$ cat src/rtl/html_char_source_pkg.sv
// html_defs: shared character constants, FSM encoding and whitespace mapping for html_char_source
package html_defs;

    localparam int CHAR_BITES = 8;

    localparam logic [CHAR_BITES-1:0] CH_NUL = 8'h00;
    localparam logic [CHAR_BITES-1:0] CH_SP  = 8'h20;
    localparam logic [CHAR_BITES-1:0] CH_TAB = 8'h09;
    localparam logic [CHAR_BITES-1:0] CH_NL  = 8'h0A;
    localparam logic [CHAR_BITES-1:0] CH_CR  = 8'h0D;
    localparam logic [CHAR_BITES-1:0] CH_LT  = 8'h3C;
    localparam logic [CHAR_BITES-1:0] CH_GT  = 8'h3E;

    typedef enum logic [1:0] {
        ST_FILL,
        ST_STREAM,
        ST_DRAIN,
        ST_DONE
    } state_t;

    function automatic logic [CHAR_BITES-1:0] ws_map(input logic [CHAR_BITES-1:0] b);
        return (b == CH_TAB || b == CH_NL || b == CH_CR) ? CH_SP : b;
    endfunction

endpackage

$ cat src/rtl/html_char_source_char_fifo.sv
// char_fifo: small prefetch FIFO with combinational head and occupancy count
module char_fifo
    import html_defs::*;
#(
    parameter int DEPTH = 4
) (
    input  logic                       clock,
    input  logic                       reset,
    input  logic                       push,
    input  logic                       pop,
    input  logic [CHAR_BITES-1:0]      din,
    output logic [CHAR_BITES-1:0]      dout,
    output logic [$clog2(DEPTH):0]     count
);

    localparam int AW = $clog2(DEPTH);

    logic [CHAR_BITES-1:0] mem [DEPTH];
    logic [AW-1:0]         wp;
    logic [AW-1:0]         rp;

    // storage array, written at the tail on every push
    always_ff @(posedge clock) begin
        if (push) mem[wp] <= din;
    end

    // pointers and occupancy; simultaneous push and pop leave count unchanged
    always_ff @(posedge clock) begin
        if (reset) begin
            wp    <= '0;
            rp    <= '0;
            count <= '0;
        end else begin
            if (push) wp <= wp + 1'b1;
            if (pop) rp <= rp + 1'b1;
            count <= count + (AW+1)'(push) - (AW+1)'(pop);
        end
    end

    assign dout = mem[rp];

endmodule

$ cat src/rtl/html_char_source.sv
// html_char_source: prefetches the HTML document from ROM and serves it one char per next_char
// Optional feature macro HTML_WS_COLLAPSE_EN: folds TAB/LF/CR to space and collapses space runs.
module html_char_source
    import html_defs::*;
#(
    parameter int ADDR_W     = 12,
    parameter int BASE_ADDR  = 0,
    parameter int DOC_LEN    = 4095,
    parameter int FIFO_DEPTH = 4
) (
    input  logic                  clock,
    input  logic                  reset,
    input  logic                  enable,
    input  logic                  next_char,
    output logic [CHAR_BITES-1:0] char,
    output logic                  char_valid,
    output logic                  eof,
    output logic [ADDR_W-1:0]     rom_addr,
    output logic                  rom_rd,
    input  logic [CHAR_BITES-1:0] rom_data
);

    localparam int                CW    = $clog2(FIFO_DEPTH) + 1;
    localparam logic [ADDR_W-1:0] LIMIT = ADDR_W'(BASE_ADDR + DOC_LEN);

    state_t                state;
    state_t                state_nx;
    logic                  inflight;
    logic                  end_flag;
    logic                  nul_land;
    logic                  end_now;
    logic                  issue;
    logic                  push;
    logic                  pop;
    logic [CHAR_BITES-1:0] push_data;
    logic [CHAR_BITES-1:0] head;
    logic [CW-1:0]         count;
    logic [CW-1:0]         cnt_nx;

    // a NUL landing from ROM terminates the document in the same cycle it arrives
    assign nul_land = inflight && rom_data == CH_NUL;
    assign end_now  = end_flag || nul_land || rom_addr == LIMIT;
    assign pop      = enable && next_char && char_valid;
    // credit counts the read in flight so the FIFO can never overflow
    assign issue    = !reset && enable && !end_now &&
                      (CW+1)'(count) + (CW+1)'(inflight) < (CW+1)'(FIFO_DEPTH) + (CW+1)'(pop);
    assign rom_rd   = issue;
    assign cnt_nx   = count + CW'(push) - CW'(pop);

`ifdef HTML_WS_COLLAPSE_EN
    logic prev_ws;

    assign push_data = ws_map(rom_data);
    assign push      = inflight && rom_data != CH_NUL && !(prev_ws && push_data == CH_SP);

    // remembers whether the last enqueued byte was a space
    always_ff @(posedge clock) begin
        if (reset) prev_ws <= 1'b0;
        else if (push) prev_ws <= push_data == CH_SP;
    end
`else
    assign push_data = rom_data;
    assign push      = inflight && rom_data != CH_NUL;
`endif

    char_fifo #(.DEPTH(FIFO_DEPTH)) u_fifo (
        .clock (clock),
        .reset (reset),
        .push  (push),
        .pop   (pop),
        .din   (push_data),
        .dout  (head),
        .count (count)
    );

    // address counter, one-cycle read tracker and sticky end-of-document flag
    always_ff @(posedge clock) begin
        if (reset) begin
            rom_addr <= ADDR_W'(BASE_ADDR);
            inflight <= 1'b0;
            end_flag <= 1'b0;
        end else begin
            inflight <= issue;
            end_flag <= end_now;
            if (issue) rom_addr <= rom_addr + 1'b1;
        end
    end

    // state register
    always_ff @(posedge clock) begin
        if (reset) state <= ST_FILL;
        else state <= state_nx;
    end

    // next state from post-update occupancy; DONE only once nothing can arrive any more
    always_comb begin
        state_nx = state == ST_DONE ? ST_DONE :
                   cnt_nx != '0     ? (end_now ? ST_DRAIN : ST_STREAM) :
                                      (end_now ? ST_DONE  : ST_FILL);
    end

    // parser-facing outputs straight from the FIFO head
    always_comb begin
        char_valid = count != '0 && state != ST_DONE;
        char       = char_valid ? head : '0;
        eof        = state == ST_DONE;
    end

endmodule

$ cat config.mk
export PLATFORM = sky130hd
export DESIGN_NAME = html_char_source
export DESIGN_NICKNAME = d
export VERILOG_FILES = /design/src/rtl/html_char_source_pkg.sv /design/src/rtl/html_char_source_char_fifo.sv /design/src/rtl/html_char_source.sv
export SDC_FILE = /design/constraint.sdc
export NUM_CORES = 1
export LEC_CHECK = 0
export BUFFER_PORTS_ARGS = -buffer_cell sky130_fd_sc_hd__clkbuf_2
export CAP_MARGIN = 10
export CORE_MARGIN = 4
export CORE_UTILIZATION = 51
export CTS_CLUSTER_DIAMETER = 60
export DETAILED_ROUTE_END_ITERATION = 8
export PLACE_DENSITY = 0.77
export RECOVER_POWER = 50
export SLEW_MARGIN = 5
export SYNTH_ARGS = -nofsm -noshare
export SYNTH_HDL_FRONTEND = slang
export SYNTH_SLANG_ARGS = --single-unit
$ cat constraint.sdc
create_clock -name clock -period 2.2 [get_ports clock]
set_input_delay 0.33 -clock clock [delete_from_list [all_inputs] [get_ports clock]]
set_output_delay 0.33 -clock clock [all_outputs]
set_load 0.005 [all_outputs]
==> summary.md, run 1 <==
| Metric | Value |
|---|---|
| Utilization after layout | `69.2%` |
| H-tree Lvls | `3` |
| Crit path cell chain | `ha_4, ha_4, or2_4, o41ai_4, nand2_1, buf_6, nor2_4, clkbuf_2` |
| Die area | `just over 6000 sq um` |
| CTS root buf | `clkbuf_8` |
| Crit Path Category | `reg -> out` |
| ANT cells | `0` |
| Clock transition at path regs | `70 ps` |
| Initial core utilization | `roughly 53%` |
| GP Congestion | `between 0.7 and 0.8` |
| Final setup violation count | `8` |
| Clk_skew | `9.79 ps` |
| Max incr delay on CP | `340 ps` |
| Boundary pin count | `35` |
| Clock Path Buffers | `2` |
| EDFF count, synth | `32` |
| Crit path DAT | `roughly 2000 ps` |
| Setup TNS | `-401 ps` |
| CP Depth | `8` |
| Fraction of registers with async set/reset | `0%` |
| Slowest-stage cell, CP | `dfxtp_2` |
| DR pass1 iterations | `4` |
| CTS Hold Buffers Added | `0` |
| Clock sink count | `between 50 and 60` |
| Sequential-to-total area share from yosys stat | `between 50% and 60%` |
| Worst r2r src | `inflight` |
| Worst setup SP type | `flop` |
| Internal reg-to-reg setup slack | `-60 ps` |
| Synth Warn # | `0` |
| Minimum clock period | `approximately 2300 ps` |
| Cts bufs inserted | `9` |
| Wirelength, routed | `4.85 mm` |
| Largest net degree at the start of global routing | `25` |
| All-Layer GR Usage | `17.1%` |
| CP dominant cell by count | `ha_4` |
| Detailed placement HPWL | `approximately 3.2 mm` |
| Critical path startpoint | `inflight` |
| CTS tree | `built` |
| Final WS setup | `-83.4 ps` |
| CP delay by family, top | `simple AND/OR/NAND/NOR gates` |
| # nets final | `286` |
| Residual DRC | `0` |
| Max Fclk | `~440 MHz` |
| Syn nets | `approximately 220` |
| Clk_lat worst skew | `between 300 and 400 ps` |
| Antenna Nets Post-Route | `0` |
| Synth cell types | `36` |
| DRT iter0 DRCs | `85` |
| R2R depth | `9` |
| Most frequent cells in the layout | `edfxtp_1, buf_4, dfxtp_1, clkbuf_2, clkbuf_1` |
| Worst-path maximum fanout | `2` |
| Most common cell after layout, fill and taps aside | `edfxtp_1` |
| Crit path buffers/inverters | `2` |
| Main flop type after synthesis | `edfxtp_1` |
| Synthesis-to-finish area growth | `31.1%` |
| Min Hold Slack | `302 ps` |
| Core area | `about 4700 sq um` |
| Post-synthesis register bit count | `57` |
| Power Density | `around 960 nW/um^2` |
| Avg Vias per Cell | `roughly 5.3` |
| Vias in the first global route | `roughly 1,800` |
| Cells after Synth | `roughly 200` |
| Synth Cell Area | `between 2000 and 2500 sq um` |
| Vias | `between 1,500 and 2,000` |
| Leakage power | `1.21 nW` |
| Input/output buffers | `34` |
| Failing checks | `negative setup slack` |
| R2R Path End | `rom_addr[7]` |
| Row count | `25` |
| Max Cap Viol | `0` |
| Hold depth | `1` |
| Worst vdd ir | `roughly 0.47 mV` |
| First-pass GRT wire length | `~8 mm` |
| Initial antenna violation count | `0` |
| Required time of the critical path | `approximately 1900 ps` |
| Tcrit/Tclk final | `104%` |
| RSZ-0062 raised after global routing | `yes` |
| Die Span X | `approximately 78 um` |
| Layout cell share with drive strength beyond 1 | `a little under two fifths` |
| Max-slew headroom | `approximately 69%` |
| Chip height | `roughly 78 um` |
| Status | `complete, but fails checks` |
| Worst hold path class | `in -> reg` |
| Slew @ Worst Pin | `about 460 ps` |
| Overflow after GRT | `0` |
| Total Power | `3.14 mW` |
| Routed length per instance | `roughly 14 um` |
| CP endpoint | `rom_rd` |
| Final hold viol count | `0` |
| CP Capture Type | `primary output` |
| Pins over their slew limit | `0` |
| Post-Syn Area per Cell | `12.7 sq um` |
==> sequential cells by signal (all words and copies together), names as in the netlist, named ones only <==
name	cells
end_flag	1
state	2
inflight	1
u_fifo.wp	2
rom_addr	12
u_fifo.mem	32
u_fifo.rp	2
u_fifo.count	3
==> layout make-up <==
class	instances	area [sq um]
Clock buffer	9	124
Inverter	8	30.0
Timing Repair Buffer	65	390
Multi-Input combinational cell	122	1080
Tap cell	67	83.8
Fill cell	328	1450
Sequential cell	57	1470
Clock inverter	7	93.8
==> synthesized netlist by cell type, types with 2 or more instances <==
| master | number | area, sq um |
|---|---|---|
| buf_2 | 3 | 15.0 |
| nand2_1 | 6 | 22.5 |
| xnor2_1 | 4 | 35.0 |
| nor4_1 | 3 | 18.8 |
| mux2_2 | 2 | 22.5 |
| edfxtp_1 | 32 | 961 |
| o31ai_1 | 9 | 67.6 |
| or4_1 | 8 | 60.1 |
| nor3_1 | 2 | 10.0 |
| nand4_1 | 2 | 12.5 |
| mux4_2 | 8 | 180 |
| nor2_1 | 13 | 48.8 |
| and2_1 | 5 | 31.3 |
| nor2b_1 | 12 | 75.1 |
| dfxtp_1 | 25 | 500 |
| a21oi_1 | 12 | 60.1 |
| xor2_1 | 2 | 17.5 |
| clkbuf_1 | 5 | 18.8 |
| o21ai_0 | 2 | 10.0 |
| and4_1 | 2 | 17.5 |
| nand3_1 | 8 | 40.0 |
| ha_1 | 10 | 125 |
| inv_1 | 8 | 30.0 |
==> timing repair <==
item                       in CTS  in global routing
setup buffers                   5                  5
pin swaps                      16                  7
setup endpoints to repair      11                 13
resized for setup              15                 12
==> worst min-delay path by stage <==
stage / from / endpoint / slack (ps)
detailed placement: state[1] / state[1] / 480
floorplan: rom_data[0] / u_fifo.mem[0][0] / 430
global route: rom_data[3] / u_fifo.mem[3][3] / 290
CTS: rom_data[1] / u_fifo.mem[3][1] / 230
global placement: state[1] / state[0] / 480
finish: rom_data[1] / u_fifo.mem[3][1] / 300
==> worst reg2reg max path: cells and delay by family, from the launching register on <==
kind	cells	cell delay, ps
adder cells (fa/ha/maj)	2	360
flip-flops	1	340
AND/OR/NAND/NOR	3	820
AO/OA/AOI/OAI	2	380
buffers and inverters	2	300
==> kinds of logic (layout without fill, tap and decap cells) <==
family,Yosys count,count (layout),synth area share [%]
AND/OR/NAND/NOR,66,66,14.8
flip-flops,57,57,58.6
AO/OA/AOI/OAI,29,29,7.68
buffers and inverters,17,89,2.86
adder cells (fa/ha/maj),11,11,5.82
multiplexers,10,10,8.13
XOR/XNOR,6,6,2.11
==> stage by stage <==
step                      setup slack (ps)  instance area (sq um)  instances
after detailed placement              -182                   2870        309
after floorplan                       10.9                   2500        196
after global placement                -113                   2870        309
after CTS                             -199                   3200        330
final                                -83.4                   3270        335
after global routing                  -165                   3270        335
==> where the power goes <==
group          internal [mW]  leakage [nW]  switching (mW)
clock network          0.637         0.106           0.440
registers               1.20         0.494          0.0538
logic                  0.443         0.609           0.361
==> layer usage <==
layer  track usage, %  wire (um)  part of all wire (%)  vias up
li1                 -          -                     -      865
met1             22.0       2080                    43      863
met2             27.4       2500                    51       39
met3             5.22        242                   5.0        8
met4             6.12         35                  0.72        0
met5                0          0                     0        -
Power figures use the tool's default switching activity.
==> run 2: changes to the inputs <==
--- a/config.mk
+++ b/config.mk
@@ -7,6 +7,7 @@
 export LEC_CHECK = 0
 export BUFFER_PORTS_ARGS = -buffer_cell sky130_fd_sc_hd__clkbuf_2
 export CAP_MARGIN = 10
+export CORE_ASPECT_RATIO = 1.1
 export CORE_MARGIN = 4
 export CORE_UTILIZATION = 51
 export CTS_CLUSTER_DIAMETER = 60
==> summary.md, run 2 (synthesized netlist as in run 1, its figures left out) <==
| Metric | Value |
|---|---|
| Status | `complete, but fails checks` |
| Failing checks | `negative setup slack` |
| Largest regs | `u_fifo.mem x32, rom_addr x12, u_fifo.count x3` |
| H-tree Lvls | `3 (unchanged)` |
| Hold EP | `u_fifo.mem[2][7]` |
| Largest register FFs | `32 (unchanged)` |
| DR pass1 iterations | `4 (unchanged)` |
| Clock sink count | `57 (unchanged)` |
| CTS tree | `built` |
| Die area | `6070 sq um (about the same)` |
| Max-slew headroom | `69.8% (+0.71 points)` |
| Tcrit/Tclk final | `106% (+2.2 points)` |
| Worst vdd ir | `0.667 mV (+42%)` |
| Final setup violation count | `11 (+3)` |
| Clk_lat worst skew | `330 ps (about the same)` |
| DRT iter0 DRCs | `74 (-13%)` |
| Die Span X | `74.7 um (-4.2%)` |
| Slew @ Worst Pin | `448 ps (-10.6 ps)` |
| Avg Vias per Cell | `5.48 (+3.4%)` |
| Clock Path Buffers | `2 (unchanged)` |
| Boundary pin count | `35 (unchanged)` |
| All-Layer GR Usage | `18.7% (+1.6 points)` |
| Layout cell share with drive strength beyond 1 | `42.0% (+5.1 points)` |
| Crit Path Category | `reg -> reg` |
| Pins over their slew limit | `0 (unchanged)` |
| Max Fclk | `429 MHz (-2.1%)` |
| CTS root buf | `clkbuf_8` |
| Initial core utilization | `53.2% (+0.44 points)` |
| RSZ-0062 raised after global routing | `yes` |
| CP Capture Type | `flop` |
| Largest net degree at the start of global routing | `25 (unchanged)` |
| Final hold viol count | `0 (unchanged)` |
| Antenna Nets Post-Route | `0 (unchanged)` |
| Input/output buffers | `34 (unchanged)` |
| Initial antenna violation count | `0 (unchanged)` |
| GP Congestion | `0.805 (+5.3%)` |
| Largest reg by FF count | `u_fifo.mem` |
| First-pass GRT wire length | `8.20 mm (+1.0%)` |
| Power Density | `941 nW/um^2 (-1.9%)` |
| Min Hold Slack | `235 ps (-66.8 ps)` |
| ANT cells | `0 (unchanged)` |
| Row count | `26 (+4.0%)` |
| Residual DRC | `0 (unchanged)` |
| Minimum clock period | `2330 ps (+49.4 ps)` |
| Clk_skew | `7.49 ps (-2.30 ps)` |
| Synthesis-to-finish area growth | `28.7%` |
| Routed length per instance | `16.1 um (+11%)` |
| Final WS setup | `-133 ps (-49.4 ps)` |
| Worst r2r src | `u_fifo.count[0]` |
| Wirelength, routed | `5.15 mm (+6.2%)` |
| Hold depth | `1 (unchanged)` |
| Vias in the first global route | `1,791 (+1.2%)` |
| Crit path DAT | `2550 ps (+600 ps)` |
| R2R Path End | `state[0]` |
| Core area | `4680 sq um (-0.82%)` |
| Max Cap Viol | `0 (unchanged)` |
| R2R depth | `12 (+3)` |
| Required time of the critical path | `2410 ps (+540 ps)` |
| Overflow after GRT | `0 (unchanged)` |
| Vias | `1,753 (-1.2%)` |
| CTS Hold Buffers Added | `0 (unchanged)` |
| # nets final | `282 (-1.4%)` |
| Chip height | `81.3 um (+4.4%)` |
| Worst setup SP type | `flop` |
| Clock transition at path regs | `60 ps (about the same)` |
| Worst-path maximum fanout | `2 (unchanged)` |
| Cts bufs inserted | `9 (unchanged)` |
| Internal reg-to-reg setup slack | `-130 ps (-70 ps)` |
| Worst hold start | `rom_data[7]` |
| Most frequent cells in the layout | `clkbuf_2, edfxtp_1, buf_4, dfxtp_1` |
| Worst hold path class | `in -> reg` |
| Total Power | `3.02 mW (-3.7%)` |
| Detailed placement HPWL | `3.38 mm (+5.2%)` |
| Leakage power | `1.22 nW (+0.77%)` |
run 2: changes by cell type in the layout (fill, tap and decap cells not counted), sizes merged:
cell,previous run,this run
buf,29,27
inv,9,8
bufinv,2,1
run 2: worst max path at each step:
stage	start	end	depth (start not counted)
2_1_floorplan	u_fifo.count[1]	state[0]	11
3_3_place_gp	u_fifo.count[0]	state[0]	12
3_5_place_dp	u_fifo.count[0]	state[0]	12
4_1_cts	u_fifo.count[0]	rom_rd	8
5_1_grt	u_fifo.count[0]	state[0]	12
6_report	u_fifo.count[0]	state[0]	12
run 2: per-stage QoR:
stage | setup TNS [ps] | setup slack [ps] | std cells | instance area [sq um] | util [%]
after detailed placement | -777 | -153 | 297 | 2850 | 60.9
after global placement | -202 | -114 | 297 | 2850 | 60.9
after CTS | -1790 | -242 | 319 | 3170 | 67.8
after global routing | -2430 | -275 | 320 | 3210 | 68.5
final | -1130 | -133 | 320 | 3210 | 68.5
after floorplan | 0 | 10.9 | 196 | 2500 | -
run 2: what timing repair did:
item,in CTS,in global routing
endpoints found under the hold margin,0,0
pin swaps,16,13
resized for setup,16,10
endpoints found under the setup margin,12,13
buffers inserted,6,1
run 2: report_power, final:
part | internal (mW) | switching, mW | leakage [nW]
clock | 0.578 | 0.402 | 0.0990
sequential | 1.20 | 0.0570 | 0.494
combinational | 0.427 | 0.352 | 0.625
run 2: layer usage:
layer,wire [um],vias up,GRT usage (%)
li1,-,857,-
met4,99,0,8.19
met2,2800,44,33.2
met3,257,10,6.44
met1,1990,842,19.8
met5,0,-,0
run 2: cell type report:
type                       instances  area (sq um)
timing repair buffer              61           374
fill                             350          1480
sequential                        57          1470
tap                               56          70.1
clock inverter                     5          53.8
multi-input combinational        122          1060
clock buffer                      11           151
inverter                           8          30.0
run 2: critical path: stages, from the launching register on:
cell	delay [ps]
dfxtp_2	340
buf_4	150
nor3_4	190
nor3_2	80
ha_1	290
inv_2	60
ha_2	170
inv_2	40
fa_2	390
xnor2_2	170
nand3b_1	110
xnor2_1	160
a21oi_1	70
==> run 3: changes to the inputs <==
--- a/config.mk
+++ b/config.mk
@@ -18,3 +18,4 @@
 export SYNTH_ARGS = -nofsm -noshare
 export SYNTH_HDL_FRONTEND = slang
 export SYNTH_SLANG_ARGS = --single-unit
+export TNS_END_PERCENT = 30
==> summary.md, run 3 (synthesized netlist as in run 1, its figures left out) <==
| Metric | Value |
|---|---|
| Status | `complete, but fails checks` |
| Failing checks | `negative setup slack` |
| Placed Area | `2850 sq um (unchanged)` |
| Clk_skew | `8.12 ps (+0.628 ps)` |
| Initial antenna violation count | `0 (unchanged)` |
| Clock Path Buffers | `2 (unchanged)` |
| Vias | `1,761 (+0.46%)` |
| Avg Vias per Cell | `5.52 (+0.77%)` |
| Clock sink count | `57 (unchanged)` |
| First-pass GRT wire length | `8.20 mm (unchanged)` |
| Boundary pin count | `35 (unchanged)` |
| CTS Hold Buffers Added | `0 (unchanged)` |
| # nets final | `281 (-0.35%)` |
| GR met2 Demand/Resource | `33.2% (unchanged)` |
| All-Layer GR Usage | `18.7% (unchanged)` |
| DR pass1 iterations | `4 (unchanged)` |
| Crit path cell chain | `ha_4, ha_4, or2_1, o41ai_2, nand2_1, buf_4, buf_4, or4_4, a21oi_2` |
| FILL cells | `346 (-1.1%)` |
| Crit path buffers/inverters | `2 (-1)` |
| Largest reg by FF count | `u_fifo.mem` |
| Setup slack at placement | `-153 ps (unchanged)` |
| Minimum clock period | `2330 ps (+1.13 ps)` |
| Initial core utilization | `53.2% (unchanged)` |
| Max Cap Viol | `0 (unchanged)` |
| Chip height | `81.3 um (unchanged)` |
| Min Hold Slack | `237 ps (+1.93 ps)` |
| Slowest-stage cell, CP | `or4_4` |
| Worst hold path class | `in -> reg` |
| Area of the multi-input gates | `1060 sq um (-0.23%)` |
| Crit Path Category | `reg -> reg` |
| Final hold viol count | `0 (unchanged)` |
| Slew @ Worst Pin | `424 ps (-24.0 ps)` |
| Required time of the critical path | `2460 ps (+50 ps)` |
| Cts bufs inserted | `9 (unchanged)` |
| Max-slew headroom | `71.5% (+1.6 points)` |
| Busiest layer in global routing | `met2` |
| Residual DRC | `0 (unchanged)` |
| Final WS setup | `-134 ps (-1.13 ps)` |
| Crit path DAT | `2600 ps (+50 ps)` |
| Met3 Use GR | `6.44% (unchanged)` |
| Worst vdd ir | `0.609 mV (-8.7%)` |
| Tcrit/Tclk final | `106% (about the same)` |
| Die Span X | `74.7 um (unchanged)` |
| Largest regs | `u_fifo.mem x32, rom_addr x12, u_fifo.count x3` |
| Max incr delay on CP | `480 ps (+90 ps)` |
| Detailed placement HPWL | `3.38 mm (unchanged)` |
| Row count | `26 (unchanged)` |
| Die area | `6070 sq um (unchanged)` |
| CTS root buf | `clkbuf_8` |
| Overflow after GRT | `0 (unchanged)` |
| Clk_lat worst skew | `330 ps (about the same)` |
| Input/output buffers | `34 (unchanged)` |
| CP delay by family, top | `simple AND/OR/NAND/NOR gates` |
| GP Congestion | `0.805 (unchanged)` |
| RSZ-0062 raised after global routing | `yes` |
| Routed length per instance | `15.8 um (-1.6%)` |
| Leakage power | `1.22 nW (-0.11%)` |
| Power Density | `929 nW/um^2 (-1.3%)` |
| Final setup violation count | `10 (-1)` |
| Antenna Nets Post-Route | `0 (unchanged)` |
| Max Fclk | `428 MHz (about the same)` |
| DRT iter0 DRCs | `99 (+34%)` |
| Pins over their slew limit | `0 (unchanged)` |
| Clock transition at path regs | `60 ps (about the same)` |
| Setup TNS | `-1040 ps (+98.4 ps)` |
| Largest net degree at the start of global routing | `25 (unchanged)` |
| Wirelength, routed | `5.05 mm (-1.9%)` |
| Vias in the first global route | `1,789 (-0.11%)` |
| Layout cell share with drive strength beyond 1 | `40.7% (-1.4 points)` |
| Total Power | `2.97 mW (-1.6%)` |
| ANT cells | `0 (unchanged)` |
| Worst-path maximum fanout | `11 (+9)` |
| Sequential Area | `1470 sq um (unchanged)` |
| Largest register FFs | `32 (unchanged)` |
| Fin area | `3200 sq um (-0.31%)` |
| GR Util met1 | `19.8% (unchanged)` |
| Worst setup SP type | `flop` |
| CTS tree | `built` |
| Synthesis-to-finish area growth | `28.3%` |
| Core area | `4680 sq um (unchanged)` |
| Most frequent cells in the layout | `clkbuf_2, edfxtp_1, buf_4, dfxtp_1` |
| CP Capture Type | `flop` |
| H-tree Lvls | `3 (unchanged)` |
run 3: cell types whose count changed in the layout (fill, tap and decap cells not counted):
cell / delta
ha_1: +1
inv_1: +2
inv_2: -2
ha_2: -1
buf_4: -1
run 3: final cells by class:
type | count | share of cell area (%)
clock buffer | 11 | 4.73
clock inverter | 5 | 1.68
inverter | 8 | 0.939
multi-input combinational | 122 | 33.2
sequential | 57 | 45.8
tap | 56 | 2.19
timing repair buffer | 60 | 11.5
run 3: final timing paths:
kind	slack, ps	to	cells after the start	startpoint
worst max-delay path	-130	rom_addr[8]	9	inflight
worst min-delay path	240	u_fifo.mem[3][7]	1	rom_data[7]
worst max register to register	-130	rom_addr[8]	9	inflight
worst min register to register	490	state[1]	2	state[1]
run 3: power breakdown:
part / internal (mW) / switching [mW]
Sequential: 1.20 / 0.0576
Combinational: 0.397 / 0.337
Clock: 0.578 / 0.399
run 3: through the flow:
stage	util (%)	std cells
6_report	68.3	319
3_5_place_dp	60.9	297
2_1_floorplan	-	196
3_3_place_gp	60.9	297
4_1_cts	67.8	319
5_1_grt	68.3	319
run 3: routing by layer:
metal / vias to the layer above / wire (um)
met1: 854 / 1980
met2: 39 / 2730
li1: 857 / -
met4: 0 / 113
met5: - / 0
met3: 11 / 222
run 3: repair_timing:
action / in CTS / in global routing
gates resized for setup: 16 / 7
setup buffers: 6 / 0
cloned: 0 / 0
endpoints found under the setup margin: 12 / 13
pin swaps: 16 / 5
